### config.mk
export PLATFORM = sky130hd
export DESIGN_NAME = watch_time_counter
export DESIGN_NICKNAME = d
export VERILOG_FILES = /design/src/rtl/watch_time_counter.sv
export SDC_FILE = /design/constraint.sdc
export NUM_CORES = 1
export LEC_CHECK = 0
export CAP_MARGIN = 5
export CORE_ASPECT_RATIO = 0.8
export CORE_MARGIN = 2
export CORE_UTILIZATION = 55
export DETAILED_ROUTE_END_ITERATION = 6
export PLACE_DENSITY_LB_ADDON = 0.05
export SETUP_SLACK_MARGIN = 0.5
export SLEW_MARGIN = 20
export SYNTH_ARGS = -nofsm -noshare
export SYNTH_HDL_FRONTEND = slang
export SYNTH_SLANG_ARGS = --single-unit
### constraint.sdc
create_clock -name clk_6mhz -period 4.5 [get_ports clk_6mhz]
set_input_delay 0.9 -clock clk_6mhz [delete_from_list [all_inputs] [get_ports clk_6mhz]]
set_output_delay 0.9 -clock clk_6mhz [all_outputs]
set_load 0.01 [all_outputs]
### src/rtl/watch_time_counter.sv
// 24-hour BCD time-of-day counter (HH:MM:SS). Advances once per clock_en tick and
// accepts per-digit up/down adjustment from edge-detected request levels.
module watch_time_counter (
    input  logic       clk_6mhz,
    input  logic       rst,
    input  logic       clock_en,
    input  logic [5:0] digit,
    input  logic       up,
    input  logic       down,
    output logic [3:0] sec0,
    output logic [3:0] sec1,
    output logic [3:0] min0,
    output logic [3:0] min1,
    output logic [3:0] hrs0,
    output logic [3:0] hrs1
);

    logic up_q, down_q;
    logic up_evt, down_evt, adj;
    logic [3:0] n_sec0, n_sec1, n_min0, n_min1, n_hrs0, n_hrs1;
    logic [3:0] h0_max;

    // Out-of-range values fall back into range on the next step.
    function automatic logic [3:0] step_up(input logic [3:0] d, input logic [3:0] mx);
        return (d >= mx) ? 4'd0 : d + 4'd1;
    endfunction

    function automatic logic [3:0] step_dn(input logic [3:0] d, input logic [3:0] mx);
        return (d == 4'd0 || d > mx) ? mx : d - 4'd1;
    endfunction

    function automatic logic [3:0] step(input logic [3:0] d, input logic [3:0] mx, input logic dir_up);
        return dir_up ? step_up(d, mx) : step_dn(d, mx);
    endfunction

    assign up_evt   = up & ~up_q;
    assign down_evt = down & ~down_q;
    assign adj      = up_evt ^ down_evt;

    always_comb begin
        n_sec0 = sec0;
        n_sec1 = sec1;
        n_min0 = min0;
        n_min1 = min1;
        n_hrs0 = hrs0;
        n_hrs1 = hrs1;
        h0_max = 4'd9;
        if (adj) begin
            // Each masked digit moves alone; hours units range follows the new tens digit.
            if (digit[0]) n_sec0 = step(sec0, 4'd9, up_evt);
            if (digit[1]) n_sec1 = step(sec1, 4'd5, up_evt);
            if (digit[2]) n_min0 = step(min0, 4'd9, up_evt);
            if (digit[3]) n_min1 = step(min1, 4'd5, up_evt);
            if (digit[5]) n_hrs1 = step(hrs1, 4'd2, up_evt);
            h0_max = (n_hrs1 == 4'd2) ? 4'd3 : 4'd9;
            if (digit[4]) n_hrs0 = step(hrs0, h0_max, up_evt);
            if (n_hrs1 == 4'd2 && n_hrs0 > 4'd3) n_hrs0 = 4'd3;
        end else if (clock_en) begin
            n_sec0 = step_up(sec0, 4'd9);
            if (sec0 >= 4'd9) begin
                n_sec1 = step_up(sec1, 4'd5);
                if (sec1 >= 4'd5) begin
                    n_min0 = step_up(min0, 4'd9);
                    if (min0 >= 4'd9) begin
                        n_min1 = step_up(min1, 4'd5);
                        if (min1 >= 4'd5) begin
                            // 23 -> 00 rollover, otherwise ordinary hours carry.
                            if (hrs1 >= 4'd2 && hrs0 >= 4'd3) begin
                                n_hrs0 = 4'd0;
                                n_hrs1 = 4'd0;
                            end else if (hrs0 >= 4'd9) begin
                                n_hrs0 = 4'd0;
                                n_hrs1 = step_up(hrs1, 4'd2);
                            end else begin
                                n_hrs0 = hrs0 + 4'd1;
                            end
                        end
                    end
                end
            end
        end
    end

    always_ff @(posedge clk_6mhz or posedge rst) begin
        if (rst) begin
            up_q   <= 1'b0;
            down_q <= 1'b0;
            sec0   <= 4'd0;
            sec1   <= 4'd0;
            min0   <= 4'd0;
            min1   <= 4'd0;
            hrs0   <= 4'd0;
            hrs1   <= 4'd0;
        end else begin
            up_q   <= up;
            down_q <= down;
            sec0   <= n_sec0;
            sec1   <= n_sec1;
            min0   <= n_min0;
            min1   <= n_min1;
            hrs0   <= n_hrs0;
            hrs1   <= n_hrs1;
        end
    end

endmodule

==> impl_metrics.yaml <==
power:
  vdd_drop_max_v: 0.000434
  p_per_area_nw_per_um2: 622
  internal-power_uw: 895
  switchingPower_uw: 805
  combPwrFrac_pct: 61.9
  cellLeakagePower_nw: 1.18
  clock_power_share_pct: 9.2
  seqPwrFrac_pct: 28.9
  swShare_pct: 47.3
clock_network:
  clk_pin_slew_ns: 0.09
  numCtsBuffers: 3
  max-clock-path-buffers: 2
  cts_resized: 0
  cts_root_buf: "clkbuf_8"
  cts-hold-fix-buffers: 0
  htree_levels: 1
  tritoncts: "done"
  cts_num_sinks: 26
  clk_latency_ns: 0.27
  post_cts.repair.setup_buffers: 0
synth:
  yosys_warnings: 0
  syn_area_sq_um: 2310
  synth_top_flop_cell: "dfrtp_1"
  syn_area_per_cell_sq_um: 7.75
  synth.distinct_cells: 52
  synth_top_cell_area_share_pct: 28.2
  synth_edf_count: 0
  yosysTopAreaCell: "dfrtp_1"
  syn_nets: 330
  syn_inst: 298
  ys_seq_elements: 26
  async_flop_share_pct: 100
  synth_seq_area_share_pct: 28.2
  synth_area_leaders: "dfrtp_1 28%, ha_1 11%, o21ai_0 6.1%"
sta:
  setup_viol: 0
  period_share_pct: 84.8
  worst_slack_ns: 0.684
  rsz0062_at_grt: "false"
  period_minus_slack_ns: 3.82
  hold_viol: 0
  fmax_ghz: 0.262
  skew_ns: 0.00383
  slew_headroom_pct: 48.1
  setup_tns_ns: 0
  worstMarginPinSlew_ns: 0.777
  maxSlewViolCount: 0
placement:
  hpwl_um: 4070
  routabilityCongestion: 0.882
  port_buffers: 34
  placed_cell_area_sq_um: 2680
  dp_slack_ns: 0.469
route:
  drc: 0
  drt-wirelength-per-cell_um: 14.7
  wirelength_um: 5630
  vias: 2276
  ant_nets: 0
  dr.pass1.iters: 5
  via_per_inst: 5.96
  drtIter0Drc: 266
die:
  start_util_pct: 56.3
  die_w_um: 76.5
  num_rows: 21
  die_h_um: 62.0
  ios: 35
  design.die.area_sq_um: 4740
  core_area_sq_um: 4100
layout:
  n_fill_cell: 384
  postLayoutCellArea_sq_um: 2730
  drive_gt1_share_pct: 4.31
  diodes: 0
  final_nets: 358
  synthToLayoutAreaGrowth_pct: 18.3
  layout_common_cells: "34 x clkdlybuf4s50_1, 29 x nand2_1, 28 x o21ai_0"
  final_common_cell: "clkdlybuf4s50_1"
worst_setup_path:
  slowest_delay_ns: 0.49
  r2r_start: "hrs1[0]$_DFFE_PP0P_"
  cp_top_family: "compound AO/OA/AOI/OAI gates"
  worstPathMaxFanout: 7
  critPathCaptureType: "flip-flop"
  cp-start-kind: "input pin"
  rr_worst_depth: 14
  cp_slowest_cell: "clkdlybuf4s50_1"
  reg2reg_to: "hrs0[1]$_DFFE_PP0P_"
  crit_chain: "clkdlybuf4s50_1 -> nand2b_1 -> o211ai_1 -> o22ai_1 -> or3_1 -> inv_1 -> ha_1 -> and3_1 -> o2111ai_1 -> nand3_1 -> a32oi_1 -> a21oi_1 -> o22a_1"
  rrSetupSlack_ns: 0.86
  critPathKind: "in -> reg"
  crit_arrival_ns: 3.99
  required_ns: 4.67
  critical_path_buf_inv_count: 2
global_routing:
  grt_use_total_pct: 23.8
  grt_pass1_vias: 1935
  grt_max_degree: 27
  grt-ovfl-total: 0
  grt_first_pass_wirelength_um: 9210
  antenna_found_initial: 0
job:
  maxCapViolCount: 0
hold_path:
  min_path_cells: 2
  min_path_type: "reg -> reg"
  hold_path_end: "sec1[1]$_DFFE_PP0P_"
  hold_start: "sec1[1]$_DFFE_PP0P_"
run_status:
  status: "finished, final reports clean"
==> power by group through the flow <==
stage | logic, mW | clock network (mW) | registers (mW)
floorplan | 0.721 | 0 | 0.461
global placement | 1.02 | 0 | 0.491
detailed placement | 1.03 | 0 | 0.493
CTS | 1.04 | 0.162 | 0.488
global route | 1.18 | 0.167 | 0.514
finish | 1.05 | 0.156 | 0.492
==> worst max path at each step <==
stage | to | depth (start not counted) | slack [ns] | from
final | hrs0[1]$_DFFE_PP0P_ | 13 | 0.68 | up
after detailed placement | hrs0[1]$_DFFE_PP0P_ | 13 | 0.47 | up
after global routing | hrs0[0]$_DFFE_PP0P_ | 13 | 0.53 | up
after global placement | hrs0[1]$_DFFE_PP0P_ | 13 | 0.58 | up
after floorplan | hrs0[1]$_DFFE_PP0P_ | 14 | 1.20 | up
after CTS | hrs0[1]$_DFFE_PP0P_ | 13 | 0.76 | up
==> Yosys cell counts (4+ instances only) <==
| cell | n |
|---|---|
| nor2_1 | 26 |
| inv_1 | 22 |
| a21oi_1 | 26 |
| dfrtp_1 | 26 |
| o22ai_1 | 4 |
| nand2_1 | 29 |
| nand3_1 | 12 |
| nor3b_1 | 4 |
| and3_1 | 4 |
| o31ai_1 | 6 |
| o21ai_0 | 28 |
| nor4_1 | 5 |
| xnor2_1 | 4 |
| ha_1 | 21 |
| mux2i_1 | 4 |
| nor3_1 | 7 |
| clkbuf_1 | 10 |
==> registers in the layout (all words and copies together) (netlist names) <==
signal and count:
hrs0 4, hrs1 4, min0 4, min1 4, sec0 4, sec1 4
down_q 1, up_q 1
==> routing by layer <==
metal	up-vias	routed length, um	global-route usage [%]
met3	4	237	3.18
met4	0	36	5.97
met2	72	2450	37.8
met5	-	0	0
met1	1065	2910	35.1
li1	1135	-	-
==> cell families (layout without fill, tap and decap cells) <==
| group | Yosys count | count (layout) | synth area share (%) |
|---|---|---|---|
| adders and majority gates | 21 | 21 | 11.4 |
| xor gates and xnor gates | 5 | 5 | 1.90 |
| AOI/OAI and AO/OA | 97 | 97 | 26.2 |
| muxes | 6 | 6 | 2.71 |
| and+or+nand+nor | 107 | 107 | 23.1 |
| buffers and inverters | 36 | 63 | 6.50 |
| DFF | 26 | 26 | 28.2 |
==> through the flow <==
step / instances / total power, mW / utilization, % / hold WS, ns
after detailed placement: 378 / 1.53 / 65.3 / 0.563
final: 382 / 1.70 / 66.6 / 0.587
after global routing: 382 / 1.86 / 66.6 / 0.618
after global placement: 378 / 1.51 / 65.3 / 0.555
after CTS: 382 / 1.69 / 66.6 / 0.585
after floorplan: 298 / 1.18 / - / 0.573
==> area by class of cell <==
class / count / area, sq um / area share, %
multi-input combinational: 236 / 1510 / 55.2
sequential: 26 / 651 / 23.8
timing repair buffer: 37 / 363 / 13.3
inverter: 22 / 82.6 / 3.02
tap: 57 / 71.3 / 2.61
clock buffer: 4 / 55.1 / 2.02
==> worst reg2reg max path: cells and delay by family (launching register included) <==
| family | cells | cell delay [ns] |
|---|---|---|
| AO/OA/AOI/OAI | 5 | 0.91 |
| flip-flops | 1 | 0.45 |
| AND/OR/NAND/NOR | 5 | 1.42 |
| adder cells (fa/ha/maj) | 2 | 0.52 |
| buffers and inverters | 2 | 0.24 |
Power figures use the tool's default switching activity.
